**config.mk**
```make
export PLATFORM = sky130hd
export DESIGN_NAME = bc_turn_controller
export DESIGN_NICKNAME = d
export VERILOG_FILES = /design/src/rtl/bc_pkg.sv /design/src/rtl/bc_turn_timer.sv /design/src/rtl/bc_turn_controller.sv
export SDC_FILE = /design/constraint.sdc
export NUM_CORES = 1
export LEC_CHECK = 0
export ABC_AREA = 0
export CAP_MARGIN = 20
export CORE_MARGIN = 2
export CORE_UTILIZATION = 35
export DETAILED_ROUTE_END_ITERATION = 12
export DONT_BUFFER_PORTS = 1
export GPL_ROUTABILITY_DRIVEN = 0
export PLACE_DENSITY_LB_ADDON = 0.12
export SETUP_SLACK_MARGIN = 0.4
export SLEW_MARGIN = 0
export SYNTH_ARGS = -nofsm -noshare
export SYNTH_HDL_FRONTEND = slang
export SYNTH_SLANG_ARGS = --single-unit
```
**constraint.sdc**
```tcl
create_clock -name clock -period 2.7 [get_ports clock]
set_clock_uncertainty 0.2 [all_clocks]
set_input_delay 0.405 -clock clock [delete_from_list [all_inputs] [get_ports clock]]
set_output_delay 0.405 -clock clock [all_outputs]
set_load 0.01 [all_outputs]
```
**src/rtl/bc_pkg.sv**
```systemverilog
// Shared types, constants and helpers for the Bulls & Cows turn controller.
// The secret-validity helper is only referenced when BC_SECRET_CHECK_EN is defined.
package bc_pkg;

   localparam int DIGITS   = 4;
   localparam int NIBBLE_W = 4;
   localparam int COUNT_W  = 3;

   typedef enum logic [2:0] {
      SET1  = 3'd0,
      SET2  = 3'd1,
      GUESS = 3'd2,
      SCORE = 3'd3,
      SHOW  = 3'd4,
      DONE  = 3'd5
   } phase_t;

   // A secret is playable only if every digit is BCD and no digit repeats.
   function automatic logic secret_ok(input logic [DIGITS*NIBBLE_W-1:0] s);
      logic ok;
      ok = 1'b1;
      for (int i = 0; i < DIGITS; i++) begin
         if (s[i*NIBBLE_W +: NIBBLE_W] > 4'd9) ok = 1'b0;
         for (int j = i + 1; j < DIGITS; j++) begin
            if (s[i*NIBBLE_W +: NIBBLE_W] == s[j*NIBBLE_W +: NIBBLE_W]) ok = 1'b0;
         end
      end
      return ok;
   endfunction

   function automatic logic [3:0] dec_sat(input logic [3:0] v);
      return (v == 4'd0) ? 4'd0 : v - 4'd1;
   endfunction

endpackage

```
**src/rtl/bc_turn_timer.sv**
```systemverilog
// Loadable 8-bit per-guess down-counter; holds at zero and flags expiry.
module bc_turn_timer (
   input  logic       clock,
   input  logic       reset,
   input  logic       load,
   input  logic       tick,
   input  logic [7:0] value,
   output logic [7:0] count,
   output logic       expired
);

   always_ff @(posedge clock) begin
      if (!reset) begin
         count <= value;
      end else if (load) begin
         count <= value;
      end else if (tick && (count != 8'd0)) begin
         count <= count - 8'd1;
      end
   end

   assign expired = (count == 8'd0);

endmodule

```
**src/rtl/bc_turn_controller.sv**
```systemverilog
// Two-player Bulls & Cows turn sequencer: secrets, turn timing, scorer handshake, win/draw.
// Optional secret validation is built only when BC_SECRET_CHECK_EN is defined.
//
// state | meaning
// SET1  | waiting for player 1 secret
// SET2  | waiting for player 2 secret
// GUESS | active player entering a guess, turn timer running
// SCORE | guess held on the scorer interface until ack
// SHOW  | result displayed, enter hands over to the other player
// DONE  | win or draw held, enter restarts the game
module bc_turn_controller
   import bc_pkg::*;
#(
   parameter int MAX_TURNS = 10,
   parameter int TURN_TIME = 30
) (
   input  logic        clock,
   input  logic        reset,
   input  logic        enter,
   input  logic        tick,
   input  logic [15:0] sw,
   output logic        score_req,
   output logic [15:0] score_secret,
   output logic [15:0] score_guess,
   input  logic        score_ack,
   input  logic [2:0]  score_bulls,
   input  logic [2:0]  score_cows,
   output phase_t      phase,
   output logic        active_player,
   output logic [3:0]  turns_left,
   output logic [7:0]  time_left,
   output logic [2:0]  last_bulls,
   output logic [2:0]  last_cows,
   output logic        timed_out,
   output logic        p1_win,
   output logic        p2_win,
   output logic        draw,
   output logic        reject
);

   localparam logic [3:0] TURNS_INIT = 4'(MAX_TURNS);
   localparam logic [7:0] TIME_INIT  = 8'(TURN_TIME);

   logic [15:0] secret1;
   logic [15:0] secret2;
   logic [3:0]  turns_other;
   logic        sw_ok;
   logic        exhausted;
   logic        restart;
   logic        timer_load;
   logic        timer_tick;
   logic        expired;

`ifdef BC_SECRET_CHECK_EN
   logic reject_q;

   assign sw_ok = secret_ok(sw);

   always_ff @(posedge clock) begin
      if (!reset) begin
         reject_q <= 1'b0;
      end else begin
         reject_q <= enter && ((phase == SET1) || (phase == SET2)) && !sw_ok;
      end
   end

   assign reject = reject_q;
`else
   assign sw_ok  = 1'b1;
   assign reject = 1'b0;
`endif

   // turns_left always shows the active player; turns_other is swapped in on hand-over.
   assign exhausted  = (turns_left == 4'd0) && (turns_other == 4'd0);
   assign restart    = (phase == DONE) && enter;
   assign timer_load = restart
                     || ((phase == SET2) && enter && sw_ok)
                     || ((phase == SHOW) && enter && !exhausted);
   assign timer_tick = tick && (phase == GUESS);

   bc_turn_timer u_timer (
      .clock   (clock),
      .reset   (reset),
      .load    (timer_load),
      .tick    (timer_tick),
      .value   (TIME_INIT),
      .count   (time_left),
      .expired (expired)
   );

   always_ff @(posedge clock) begin
      if (!reset || restart) begin
         phase         <= SET1;
         active_player <= 1'b0;
         turns_left    <= TURNS_INIT;
         turns_other   <= TURNS_INIT;
         secret1       <= '0;
         secret2       <= '0;
         score_req     <= 1'b0;
         score_secret  <= '0;
         score_guess   <= '0;
         last_bulls    <= '0;
         last_cows     <= '0;
         timed_out     <= 1'b0;
         p1_win        <= 1'b0;
         p2_win        <= 1'b0;
         draw          <= 1'b0;
      end else begin
         case (phase)
            SET1: begin
               if (enter && sw_ok) begin
                  secret1 <= sw;
                  phase   <= SET2;
               end
            end
            SET2: begin
               if (enter && sw_ok) begin
                  secret2       <= sw;
                  active_player <= 1'b0;
                  turns_left    <= TURNS_INIT;
                  turns_other   <= TURNS_INIT;
                  phase         <= GUESS;
               end
            end
            GUESS: begin
               // enter beats a timeout landing in the same cycle
               if (enter) begin
                  score_guess  <= sw;
                  score_secret <= active_player ? secret1 : secret2;
                  score_req    <= 1'b1;
                  phase        <= SCORE;
               end else if (expired) begin
                  timed_out  <= 1'b1;
                  last_bulls <= '0;
                  last_cows  <= '0;
                  turns_left <= dec_sat(turns_left);
                  phase      <= SHOW;
               end
            end
            SCORE: begin
               if (score_ack) begin
                  score_req  <= 1'b0;
                  last_bulls <= score_bulls;
                  last_cows  <= score_cows;
                  timed_out  <= 1'b0;
                  turns_left <= dec_sat(turns_left);
                  if (score_bulls == COUNT_W'(DIGITS)) begin
                     p1_win <= !active_player;
                     p2_win <= active_player;
                     phase  <= DONE;
                  end else begin
                     phase <= SHOW;
                  end
               end
            end
            SHOW: begin
               if (enter) begin
                  if (exhausted) begin
                     draw  <= 1'b1;
                     phase <= DONE;
                  end else begin
                     active_player <= !active_player;
                     turns_left    <= turns_other;
                     turns_other   <= turns_left;
                     phase         <= GUESS;
                  end
               end
            end
            DONE: begin
            end
            default: phase <= SET1;
         endcase
      end
   end

endmodule

```
* Word level (Yosys, flattened, before mapping)
Index checks and enable logic that the tools add are counted.
Storage, ports and cells: flip-flop bits (word level) 95, bits of input ports 27, output and inout port bits 60, word-level logic and storage cells 104
Operators by class: $add $sub $neg 2, eq/ne operators 15, muxes and demuxes 37, bitwise gates (word level) 2, reductions and logical operators 32
Operator list (number):
- two-way mux 4 bit | 9
- two-way mux 3 bit | 11
- one-hot mux 3 bit (6 select lines) | 1
- two-way mux 16 bit | 1
- != test 2 bit (second input constant) | 8
- one-hot mux 4 bit (4 select lines) | 1
- one-hot mux 3 bit (2 select lines) | 2
- equality test 3 bit (second input constant) | 3
- AND reduction 3 bit | 3
- logical NOT 4 bit | 2
- logical NOT 8 bit | 1
- two-way mux 1 bit | 8
- one-hot mux 4 bit (2 select lines) | 1
- AND reduction 4 bit | 2
- nonzero test 8 bit | 1
- subtractor 8 x 1 -> 8 bit (second input constant) | 1
- logical AND 1 bit | 7
- AND reduction 7 bit | 1
- equality test 3 x 2 -> 1 bit (second input constant) | 2
- one-hot mux 1 bit (2 select lines) | 3
- AND reduction 2 bit | 3
- AND reduction 6 bit | 1
- nonzero test 2 bit | 2
- nonzero test 4 bit | 1
- 8 further kinds | 13

* Logic depth before layout (Yosys ltp)
word-level depth 6, depth in mapped cells 8

* By module
From an unflattened synthesis, not the netlist that was laid out.
Unflattened totals: cells, all modules 491, area total of the unflattened synthesis 4145.2 µm²
Modules (own cells, without submodules):
- bc_turn_controller | instances 1, cells each 442, area each 3653.5 µm²
- bc_turn_timer | instances 1, cells each 49, area each 491.7 µm²

* Worst setup path after synthesis
Ideal clock, no wire load.
path type reg-to-reg, start reg u_timer.count[0], end reg turns_left[3], data arrival time 1.631 ns, required time 2.372 ns, slack 0.741 ns, cell stages (with the launch flop) 7, buffers on the path 0, cells stage by stage dfxtp_1 > inv_1 > ha_1 > or3b_2 > o211ai_2 > nand4_4 > mux2i_1
On the way: word-level cells in the longest chain between the ends 3
RTL lines:
- from (decl) | line bc_turn_timer.sv:8 | output logic [7:0] count,
- from (signal assigned) | line bc_turn_timer.sv:14 | count <= value;
- from (signal assigned) | line bc_turn_timer.sv:16 | count <= value;
- from (signal assigned) | line bc_turn_timer.sv:18 | count <= count - 8'd1;
- logical NOT 8 bit | line bc_turn_timer.sv:22 | assign expired = (count == 8'd0);
- != test 2 bit (no source line)
- AND reduction 7 bit (no source line)
- to (signal assigned) | line bc_turn_controller.sv:136 | turns_left <= dec_sat(turns_left);
- to (signal assigned) | line bc_turn_controller.sv:146 | turns_left <= dec_sat(turns_left);
- to (signal assigned) | line bc_turn_controller.sv:163 | turns_left <= turns_other;
- to (decl) | line bc_turn_controller.sv:30 | output logic [3:0] turns_left,
No other way between the ends. A chain may end at the register's enable or synchronous reset.

* Final worst setup path
start reg u_timer.count[0], end reg phase[2]
On the way: word-level cells in the longest chain between the ends 3
RTL lines:
- logical NOT 8 bit | line bc_turn_timer.sv:22
- != test 3 bit (no source line)
- AND reduction 6 bit (no source line)
- to (signal assigned) | line bc_turn_controller.sv:93 | phase <= SET1;
- to (signal assigned) | line bc_turn_controller.sv:113 | phase <= SET2;
- to (signal assigned) | line bc_turn_controller.sv:122 | phase <= GUESS;
- to (decl) | line bc_turn_controller.sv:28 | output phase_t phase,
No other way between the ends.

==> reports/metrics.csv <==
metric;value;unit
cts-buffers-inserted;9;
grt_max_degree;41;
ys_ff_latch;95;
synth_xor_area_frac;0.0189;
die_area;12800;µm²
cts.path.max_buffers;2;
routed_wl;10400;µm
cts_setup_buffers;0;
antenna_found_initial;0;
timing.fmax;472;MHz
worstSetupEndpointType;register;
dp_hpwl;6980;µm
cts-htree-levels;3;
total_power;0.00296;W
synthDistinctLibCells;59;
synth-compound-area-share;0.161;
syn_area;4170;µm²
critPathKind;register to register;
clkPwrFrac;0.418;
slew_violations;0;
ir_drop;0.000258;V
path_clk_slew;0.06;ns
wl_per_cell;16.1;µm
cellInternalPower;0.00222;W
synth_top_cell_area_share;0.456;
period_needed;2.12;ns
switchingPower;0.000737;W
hold_viol;0;
required;2.77;ns
synth-edff-count;0;
ys.warnings.count;0;
grt_setup_unrepaired;false;
arrival;2.19;ns
synth_fa_ha_area_frac;0.00899;
placed_area;4310;µm²
layout.nets;526;
io_pins;87;
synthFlopType;dfxtp_1;
tightest_slew;0.781;ns
root_buffer;clkbuf_16;
area_delta_synth_final;15.3;%
drtIter0Drc;157;
synth_common_cells;nand2_1, dfxtp_1, a21oi_1;
post-place-ws;0.592;ns
power_leakage;1.67;nW
maxCapViolations;0;
grt-ovfl-total;0;
switching_share;0.249;
seq_area_frac_synth;0.456;
status;finished, violations left;
hp-class;primary input to register;
synth_top_area_cell;dfxtp_1;
synth_area_leaders;dfxtp_1, nand2_1, mux2i_1, a21oi_1, a211oi_1;
synthesis.nets;514;
relSlewSlack;0.478;
finalSetupTns;0;ns
stdcell_area;4810;µm²
synth_most_common_cell;nand2_1;
synth.area.mux_share;0.0743;
track_usage;0.169;
route.vias.total;3364;
syn_inst;484;
async_reset_ff_frac;0;
drive_above_1_share;0.0978;
die_y;113;µm
cts_tree;done;
drc;2;
synth_top_family_by_area;simple AND/OR/NAND/NOR gates;
start_kind;register;
pwr-share-comb;0.082;
p_per_area;614;nW/µm²
fin_util;0.418;
fin_ws;0.579;ns
grt_first_pass_wirelength;17300;µm
grt_pass1_vias;3243;
clkSinkCount;95;
diodes;0;
rows;39;
fill_cells;1188;
ant_nets;0;
die_w;113;µm
setup_viol;0;
p_seq_frac;0.499;
syn_area_per_cell;8.62;µm²
synthSimpleGateAreaFrac;0.233;
violations;DRC;
port_buffers;0;
core;11500;µm²
via_per_inst;5.22;
start_util;0.362;
cp_max_fo;5;
clk_latency;0.34;ns
first_pass_iters;8;
finalCritPeriodShare;0.785;
==> sequential cells by signal, indices dropped and copies added, names as in the netlist, 4 cells and up <==
| register | flops |
|---|---|
| turns_left | 4 |
| u_timer.count | 8 |
| score_guess | 16 |
| score_secret | 16 |
| secret2 | 16 |
| turns_other | 4 |
| secret1 | 16 |
==> per-layer routing <==
layer,up-vias,part of all wire,wire (µm),global-route usage
met5,-,0,0,0
met2,79,0.46,4750,0.267
met1,1567,0.46,4820,0.222
met3,14,0.061,628,0.0536
met4,0,0.016,168,0.0496
li1,1704,-,-,-
==> logic make-up (layout without fill, tap and decap cells) <==
logic type | count (synthesis) | in the layout
fa+ha+maj | 3 | 3
mux | 31 | 31
simple gates | 199 | 199
compound gates | 102 | 102
buf+inv | 44 | 61
other cells | 1 | 1
flops | 95 | 95
xor+xnor | 9 | 9
==> worst max-delay path, stage by stage (launching register included) <==
cell and delay [ns]:
dfxtp_1 0.46, inv_1 0.07, ha_1 0.27, nor3b_1 0.20
a2111oi_1 0.43, a211o_1 0.22, mux2i_1 0.19
==> power by group through the flow <==
stage	combinational, W	clock, W	sequential [W]
after global placement	0.000208	0	0.00151
after floorplan	0.000166	0	0.00150
after global routing	0.000274	0.00135	0.00148
after detailed placement	0.000211	0	0.00151
after CTS	0.000244	0.00128	0.00148
final	0.000243	0.00124	0.00148
==> area by class of cell <==
type,instances,area [µm²],share of cell area
multi-input combinational,345,2090,0.434
sequential,95,1900,0.395
timing repair buffer,35,315,0.0655
clock buffer,11,253,0.0525
tap,143,179,0.0372
clock inverter,5,38.8,0.00806
inverter,10,37.5,0.00780
==> placed cells by master (no fill, tap or decap), drive strengths merged, types with 6 or more instances in the layout <==
cell type	count
a211oi	17
buf	14
mux2i	31
o21ai	6
a21oi	51
inv	11
nand3	7
nor2	31
clkbuf	11
dfxtp	95
dlygate4sd3	21
nor3	9
nand2b	6
nand2	117
==> metrics by stage <==
step | std cells | hold slack [ns]
after floorplan | 484 | 0.236
after global placement | 607 | 0.242
after detailed placement | 607 | 0.247
after CTS | 642 | 0.000945
after global routing | 644 | 0.00963
final | 644 | 0.0140
==> final timing paths <==
path | startpoint | endpoint | slack [ns] | depth (start not counted)
max | u_timer.count[0] | phase[2] | 0.58 | 6
min | reset | phase[1] | 0.01 | 2
min reg2reg | secret1[8] | secret1[8] | 0.26 | 2
max reg2reg | u_timer.count[0] | phase[2] | 0.58 | 6
==> repair_timing <==
action | 4_1_cts | 5_1_grt
endpoints found under the hold margin | 57 | 2
gates resized for setup | 0 | 1
hold buffers | 19 | 2
setup endpoints to repair | 0 | 1
No activity file was read; power rests on OpenSTA's default activity.
